<file path="src/rtl/freq_period_meter.sv">
// freq_period_meter: measures period and high time of a slow square wave in clk cycles.
// It flags power-of-two periods (with log2), 50 % duty, and loss of signal.
// Ports:
//   clk        - system clock
//   reset      - asynchronous active-low reset
//   sig_in     - signal under measurement, asynchronous to clk
//   meas_en    - measurement enable; low returns to IDLE
//   period     - cycles between the last two rising edges
//   high_time  - cycles from a rising edge to the following falling edge
//   meas_valid - one-cycle pulse when period/high_time update
//   ratio_log2 - log2(period) when is_pow2, else 0
//   is_pow2    - period is a power of two and >= 2
//   duty50     - 2*high_time == period
//   no_signal  - TIMEOUT cycles elapsed without a rising edge (sticky)
module freq_period_meter #(
  parameter int unsigned CNT_W       = 16,
  parameter int unsigned TIMEOUT     = 4096,
  parameter int unsigned SYNC_STAGES = 2
) (
  input  logic             clk,
  input  logic             reset,
  input  logic             sig_in,
  input  logic             meas_en,
  output logic [CNT_W-1:0] period,
  output logic [CNT_W-1:0] high_time,
  output logic             meas_valid,
  output logic [4:0]       ratio_log2,
  output logic             is_pow2,
  output logic             duty50,
  output logic             no_signal
);

  localparam logic [CNT_W-1:0] TIMEOUT_C = CNT_W'(TIMEOUT);
  localparam logic [CNT_W-1:0] ONE_C     = CNT_W'(1);
  localparam logic [CNT_W-1:0] TWO_C     = CNT_W'(2);

  typedef enum logic [1:0] {
    IDLE    = 2'd0,
    ARM     = 2'd1,
    MEASURE = 2'd2
  } state_t;

  // Synchronizer chain plus one history flop for edge detection
  logic [SYNC_STAGES-1:0] sync_q;
  logic                   prev_q;
  logic                   sync_out_c;
  logic                   rise_c;
  logic                   fall_c;

  always_ff @(posedge clk or negedge reset) begin
    if (!reset) begin
      sync_q <= '0;
      prev_q <= 1'b0;
    end else begin
      sync_q <= {sync_q[SYNC_STAGES-2:0], sig_in};
      prev_q <= sync_q[SYNC_STAGES-1];
    end
  end

  assign sync_out_c = sync_q[SYNC_STAGES-1];
  assign rise_c     = sync_out_c & ~prev_q;
  assign fall_c     = ~sync_out_c & prev_q;

  // Measurement state
  state_t           state_q, state_d;
  logic [CNT_W-1:0] cnt_q, cnt_d;
  logic [CNT_W-1:0] hi_cap_q, hi_cap_d;
  logic             hi_seen_q, hi_seen_d;

  logic [CNT_W-1:0] period_d;
  logic [CNT_W-1:0] high_time_d;
  logic             meas_valid_d;
  logic [4:0]       ratio_log2_d;
  logic             is_pow2_d;
  logic             duty50_d;
  logic             no_signal_d;

  // Classification of the period about to be latched (the live counter value)
  logic             pow2_c;
  logic [4:0]       log2_c;
  logic             duty_c;
  logic             timeout_c;

  always_comb begin
    pow2_c = (cnt_q >= TWO_C) && ((cnt_q & (cnt_q - ONE_C)) == '0);
    log2_c = 5'd0;
    for (int unsigned i = 0; i < CNT_W; i++) begin
      if (cnt_q[i]) log2_c = 5'(i);
    end
    // One extra bit so that 2*hi_cap cannot overflow the compare
    duty_c    = ({hi_cap_q, 1'b0} == {1'b0, cnt_q});
    timeout_c = (cnt_q == TIMEOUT_C);
  end

  // Next-state and output logic
  always_comb begin
    state_d      = state_q;
    cnt_d        = cnt_q;
    hi_cap_d     = hi_cap_q;
    hi_seen_d    = hi_seen_q;
    period_d     = period;
    high_time_d  = high_time;
    meas_valid_d = 1'b0;
    ratio_log2_d = ratio_log2;
    is_pow2_d    = is_pow2;
    duty50_d     = duty50;
    no_signal_d  = no_signal;

    if (!meas_en) begin
      // Enable dominates any coincident edge
      state_d     = IDLE;
      cnt_d       = '0;
      hi_cap_d    = '0;
      hi_seen_d   = 1'b0;
      no_signal_d = 1'b0;
    end else begin
      case (state_q)
        IDLE: begin
          state_d = ARM;
          cnt_d   = '0;
        end
        ARM: begin
          if (rise_c) begin
            // First edge only starts the period; nothing to report yet
            state_d     = MEASURE;
            cnt_d       = ONE_C;
            hi_seen_d   = 1'b0;
            no_signal_d = 1'b0;
          end else if (timeout_c) begin
            no_signal_d = 1'b1;
            cnt_d       = '0;
          end else begin
            cnt_d = cnt_q + ONE_C;
          end
        end
        MEASURE: begin
          // A rise coinciding with timeout still completes the measurement
          if (rise_c) begin
            period_d     = cnt_q;
            high_time_d  = hi_cap_q;
            is_pow2_d    = pow2_c;
            ratio_log2_d = pow2_c ? log2_c : 5'd0;
            duty50_d     = duty_c;
            meas_valid_d = 1'b1;
            cnt_d        = ONE_C;
            hi_seen_d    = 1'b0;
          end else if (timeout_c) begin
            no_signal_d = 1'b1;
            state_d     = ARM;
            cnt_d       = '0;
          end else begin
            cnt_d = cnt_q + ONE_C;
            if (fall_c && !hi_seen_q) begin
              hi_cap_d  = cnt_q;
              hi_seen_d = 1'b1;
            end
          end
        end
        default: begin
          state_d = IDLE;
          cnt_d   = '0;
        end
      endcase
    end
  end

  // State and registered outputs
  always_ff @(posedge clk or negedge reset) begin
    if (!reset) begin
      state_q    <= IDLE;
      cnt_q      <= '0;
      hi_cap_q   <= '0;
      hi_seen_q  <= 1'b0;
      period     <= '0;
      high_time  <= '0;
      meas_valid <= 1'b0;
      ratio_log2 <= 5'd0;
      is_pow2    <= 1'b0;
      duty50     <= 1'b0;
      no_signal  <= 1'b0;
    end else begin
      state_q    <= state_d;
      cnt_q      <= cnt_d;
      hi_cap_q   <= hi_cap_d;
      hi_seen_q  <= hi_seen_d;
      period     <= period_d;
      high_time  <= high_time_d;
      meas_valid <= meas_valid_d;
      ratio_log2 <= ratio_log2_d;
      is_pow2    <= is_pow2_d;
      duty50     <= duty50_d;
      no_signal  <= no_signal_d;
    end
  end

endmodule

</file>
<file path="config.mk">
export PLATFORM = sky130hd
export DESIGN_NAME = freq_period_meter
export DESIGN_NICKNAME = d
export VERILOG_FILES = /design/src/rtl/freq_period_meter.sv
export SDC_FILE = /design/constraint.sdc
export NUM_CORES = 1
export LEC_CHECK = 0
export ABC_CLOCK_PERIOD_IN_PS = 4900
export BUFFER_PORTS_ARGS = -buffer_cell sky130_fd_sc_hd__clkbuf_2
export CAP_MARGIN = 15
export CORE_ASPECT_RATIO = 0.8
export CORE_MARGIN = 2
export CORE_UTILIZATION = 62
export DETAILED_ROUTE_END_ITERATION = 10
export PLACE_DENSITY = 0.84
export REMOVE_ABC_BUFFERS = 1
export SYNTH_ARGS = -nofsm -noshare
export SYNTH_HDL_FRONTEND = slang
export SYNTH_SLANG_ARGS = --single-unit
</file>
<file path="constraint.sdc">
create_clock -name clk -period 4.9 [get_ports clk]
set_input_delay 0.245 -clock clk [delete_from_list [all_inputs] [get_ports clk]]
set_output_delay 0.245 -clock clk [all_outputs]
set_load 0.005 [all_outputs]
</file>
==> flow_summary_export.csv <==
group,metric,value,unit
floorplan,die_w,91.3,µm
finish,num-nets-final,435,
cts,root_buffer,"clkbuf_8",
cts,h-tree-depth,3,
floorplan,io_pins,45,
power,clockPowerShare,34.9,%
setup_path,reg2reg_from,"cnt_q[0]$_DFF_PN0_",
cts,cts_setup_buffers,0,
global_route,grt_pass1_wl,13800,µm
yosys,ys_seq_elements,78,
job,drv_cap,0,
setup_path,worstPathMaxFanout,7,
yosys,synthDistinctLibCells,52,
cts,numCtsBuffers,9,
floorplan,die_y,73.8,µm
power,total_power,1.27,mW
floorplan,coreArea,0.00591,mm²
cts,path_clk_slew,0.08,ns
routing,drt_iter0_markers,271,
yosys,synth-async-reset-ratio,100,%
sta,clock.fmax,0.423,GHz
power,comb_power_share,11.5,%
cts,clockBufferDepth,2,
yosys,ys_top_cells_by_count,"nand2_1 (99), dfrtp_1 (78), nor2_1 (26)",
routing,route.detailed.drc,0,
setup_path,worst-path-buf-inv,1,
cts,clock_latency,0.36,ns
setup_path,end_kind,"flop",
power,p_per_area,304,mW/mm²
yosys,synth_seq_area_share,51.6,%
finish,drive_above_1_share,17.0,%
yosys,yosys_most_used_dff,"dfrtp_1",
finish,seq_area,0.00195,mm²
yosys,postSynthCellCount,393,
yosys,synth_edf_count,0,
cts,clock_sinks,78,
sta,period_minus_slack,2.36,ns
yosys,yosysWarnings,0,
global_route,grt_usage,26.5,%
sta,finalHoldViolations,0,
global_route,grt_max_degree,79,
routing,vias_per_cell,6.00,
power,leakage,2.09,nW
setup_path,reg2regPathDepth,7,
yosys,yosysMostFrequentCell,"nand2_1",
routing,dr.pass1.iters,5,
finish,antenna_cells,0,
cts,holdBufCountCts,1,
yosys,synth_top_cell_by_area,"dfrtp_1",
setup_path,rrSetupSlack,2.54,ns
power,p_switching,367,µW
place,portBuffers,43,
setup_path,critical_path.top_delay_family,"simple AND/OR/NAND/NOR gates",
global_route,grt_pass1_vias,2845,
finish,multi_input_area,0.00165,mm²
routing,ant_nets,0,
setup_path,startpoint_type,"flop",
floorplan,row_count,25,
finish,fillers,447,
power,p_int,902,µW
status,outcome,"finished, final reports clean",
routing,drt_wl_total,8320,µm
setup_path,critPathMaxStageDelay,0.51,ns
finish,area_growth,10.3,%
setup_path,worst-endpoint-required,5.18,ns
yosys,synth_area,0.00378,mm²
routing,avgRoutedWirePerCell,16.3,µm
place,hpwl,5410,µm
global_route,overflow,0,
floorplan,start_util,63.9,%
finish,fin_area,0.00417,mm²
setup_path,path_class,"reg -> reg",
setup_path,cp.arrival,2.64,ns
setup_path,startpoint,"cnt_q[0]$_DFF_PN0_",
global_route,antenna_found_initial,0,
sta,fin_skew,0.0125,ns
yosys,synth.top_cell.area_share,51.6,%
sta,rsz0062_at_grt,"no",
setup_path,worstReg2RegEnd,"ratio_log2[3]$_DFFE_PN0P_",
sta,fin_crit_sh,48.2,%
yosys,synth_area_leaders,"dfrtp_1 (52%), nand2_1 (9.8%), xnor2_1 (3.9%), a22o_1 (3.7%), nor2_1 (2.6%)",
cts,cts_tree,"yes",
power,peakVddDrop,0.189,mV
setup_path,crit_path_cell_trace,"inv_1, ha_1, nor3b_1, nand4_1, a32oi_1, nand4_2, o21ai_1",
yosys,avgSynthCellArea,9.62,µm²
sta,final-max-slew-violation-count,0,
place,gp_congestion,0.854,
cts,post_cts_resized,0,
sta,fin_setup_tns,0,ns
sta,relSlewSlack,36.9,%
setup_path,crit_slowest_cell,"nor3b_1",
sta,setup_viol,0,
place,placed_area,0.00398,mm²
floorplan,dieArea,0.00674,mm²
power,p_sw_share,28.9,%
routing,vias,3058,
power,seqPwrFrac,53.7,%
min_path,worstHoldPathType,"in -> async",
sta,tightest_slew,0.947,ns
## per-stage QoR
stage | hold WS (ns) | std cells | util [%] | setup WS [ns]
3_3_place_gp | 0.332 | 493 | 67.3 | 2.77
2_1_floorplan | -0.0506 | 367 | - | 1.95
6_report | 0.0273 | 510 | 70.5 | 2.54
4_1_cts | 0.0559 | 510 | 70.5 | 2.64
3_5_place_dp | 0.339 | 493 | 67.3 | 2.66
5_1_grt | 0.106 | 510 | 70.5 | 2.48
## metal layers
metal	share of wire, %	up-vias	track usage (%)	wire (µm)
li1	-	1396	-	-
met1	41	1491	34.4	3380
met2	49	147	43.1	4060
met3	8.3	24	7.28	692
met4	2.3	0	10.1	192
met5	0	-	0	0
## cells in the final DEF (no fill, tap or decap), types with 3 or more instances in the layout
master    instances
a22o_1           16
buf_4             3
nand2_1          99
o21ai_0          17
nor3b_1           3
dfrtp_1          78
inv_1             9
nor2_1           26
xnor2_1          17
o21ai_1           4
xor2_1            8
nand4_1           7
clkbuf_2         42
inv_6             3
ha_1              7
or3_1             6
clkbuf_8          9
a21oi_1          10
nand4b_1          3
nor3_1            6
nand3_1           8
## power by group through the flow
stage | sequential, mW | combinational, mW | clock (mW)
final | 0.681 | 0.146 | 0.442
after CTS | 0.680 | 0.146 | 0.451
after floorplan | 0.688 | 0.0939 | 0
after detailed placement | 0.693 | 0.143 | 0
after global placement | 0.692 | 0.137 | 0
after global routing | 0.683 | 0.162 | 0.479
## registers in the layout, summed over array words and instances (netlist names), 2 cells and up
register / flops
hi_cap_q: 16
cnt_q: 16
sync_q: 2
state_q: 2
high_time: 16
period: 16
ratio_log2: 4
## worst reg2reg max path: stages, from the launching register on
cell     delay [ns]
dfrtp_1        0.48
inv_1          0.21
ha_1           0.20
nor3b_1        0.51
nand4_1        0.18
a32oi_1        0.31
nand4_2        0.21
o21ai_1        0.19
## cells by family (layout without fill, tap and decap cells)
group           count (synthesis)  count (layout)  share of synthesized area [%]
simple gates                  180             180                           23.1
flops                          78              78                           51.6
compound gates                 65              65                           12.1
buf+inv                        36              72                           4.60
xor+xnor                       25              25                           5.79
fa+ha+maj                       7               7                           2.32
other cells                     1               1                         0.0992
mux                             1               1                          0.265
## layout make-up
cell class / instances / area share [%]
Tap cell: 81 / 2.43
Clock inverter: 7 / 1.35
Sequential cell: 78 / 46.8
Inverter: 10 / 0.901
Clock buffer: 9 / 2.97
Multi-Input combinational cell: 279 / 39.7
Timing Repair Buffer: 46 / 5.82
## worst max path at each step
stage                                            to  slack, ns  depth (start not counted)
final                     ratio_log2[3]$_DFFE_PN0P_       2.54                          7
after global routing      ratio_log2[3]$_DFFE_PN0P_       2.48                          8
after CTS                 ratio_log2[3]$_DFFE_PN0P_       2.64                          7
after detailed placement  ratio_log2[3]$_DFFE_PN0P_       2.66                          8
after global placement    ratio_log2[1]$_DFFE_PN0P_       2.77                          8
after floorplan           ratio_log2[0]$_DFFE_PN0P_       1.95                          7
Note: power is estimated with default switching activity, not from simulation.
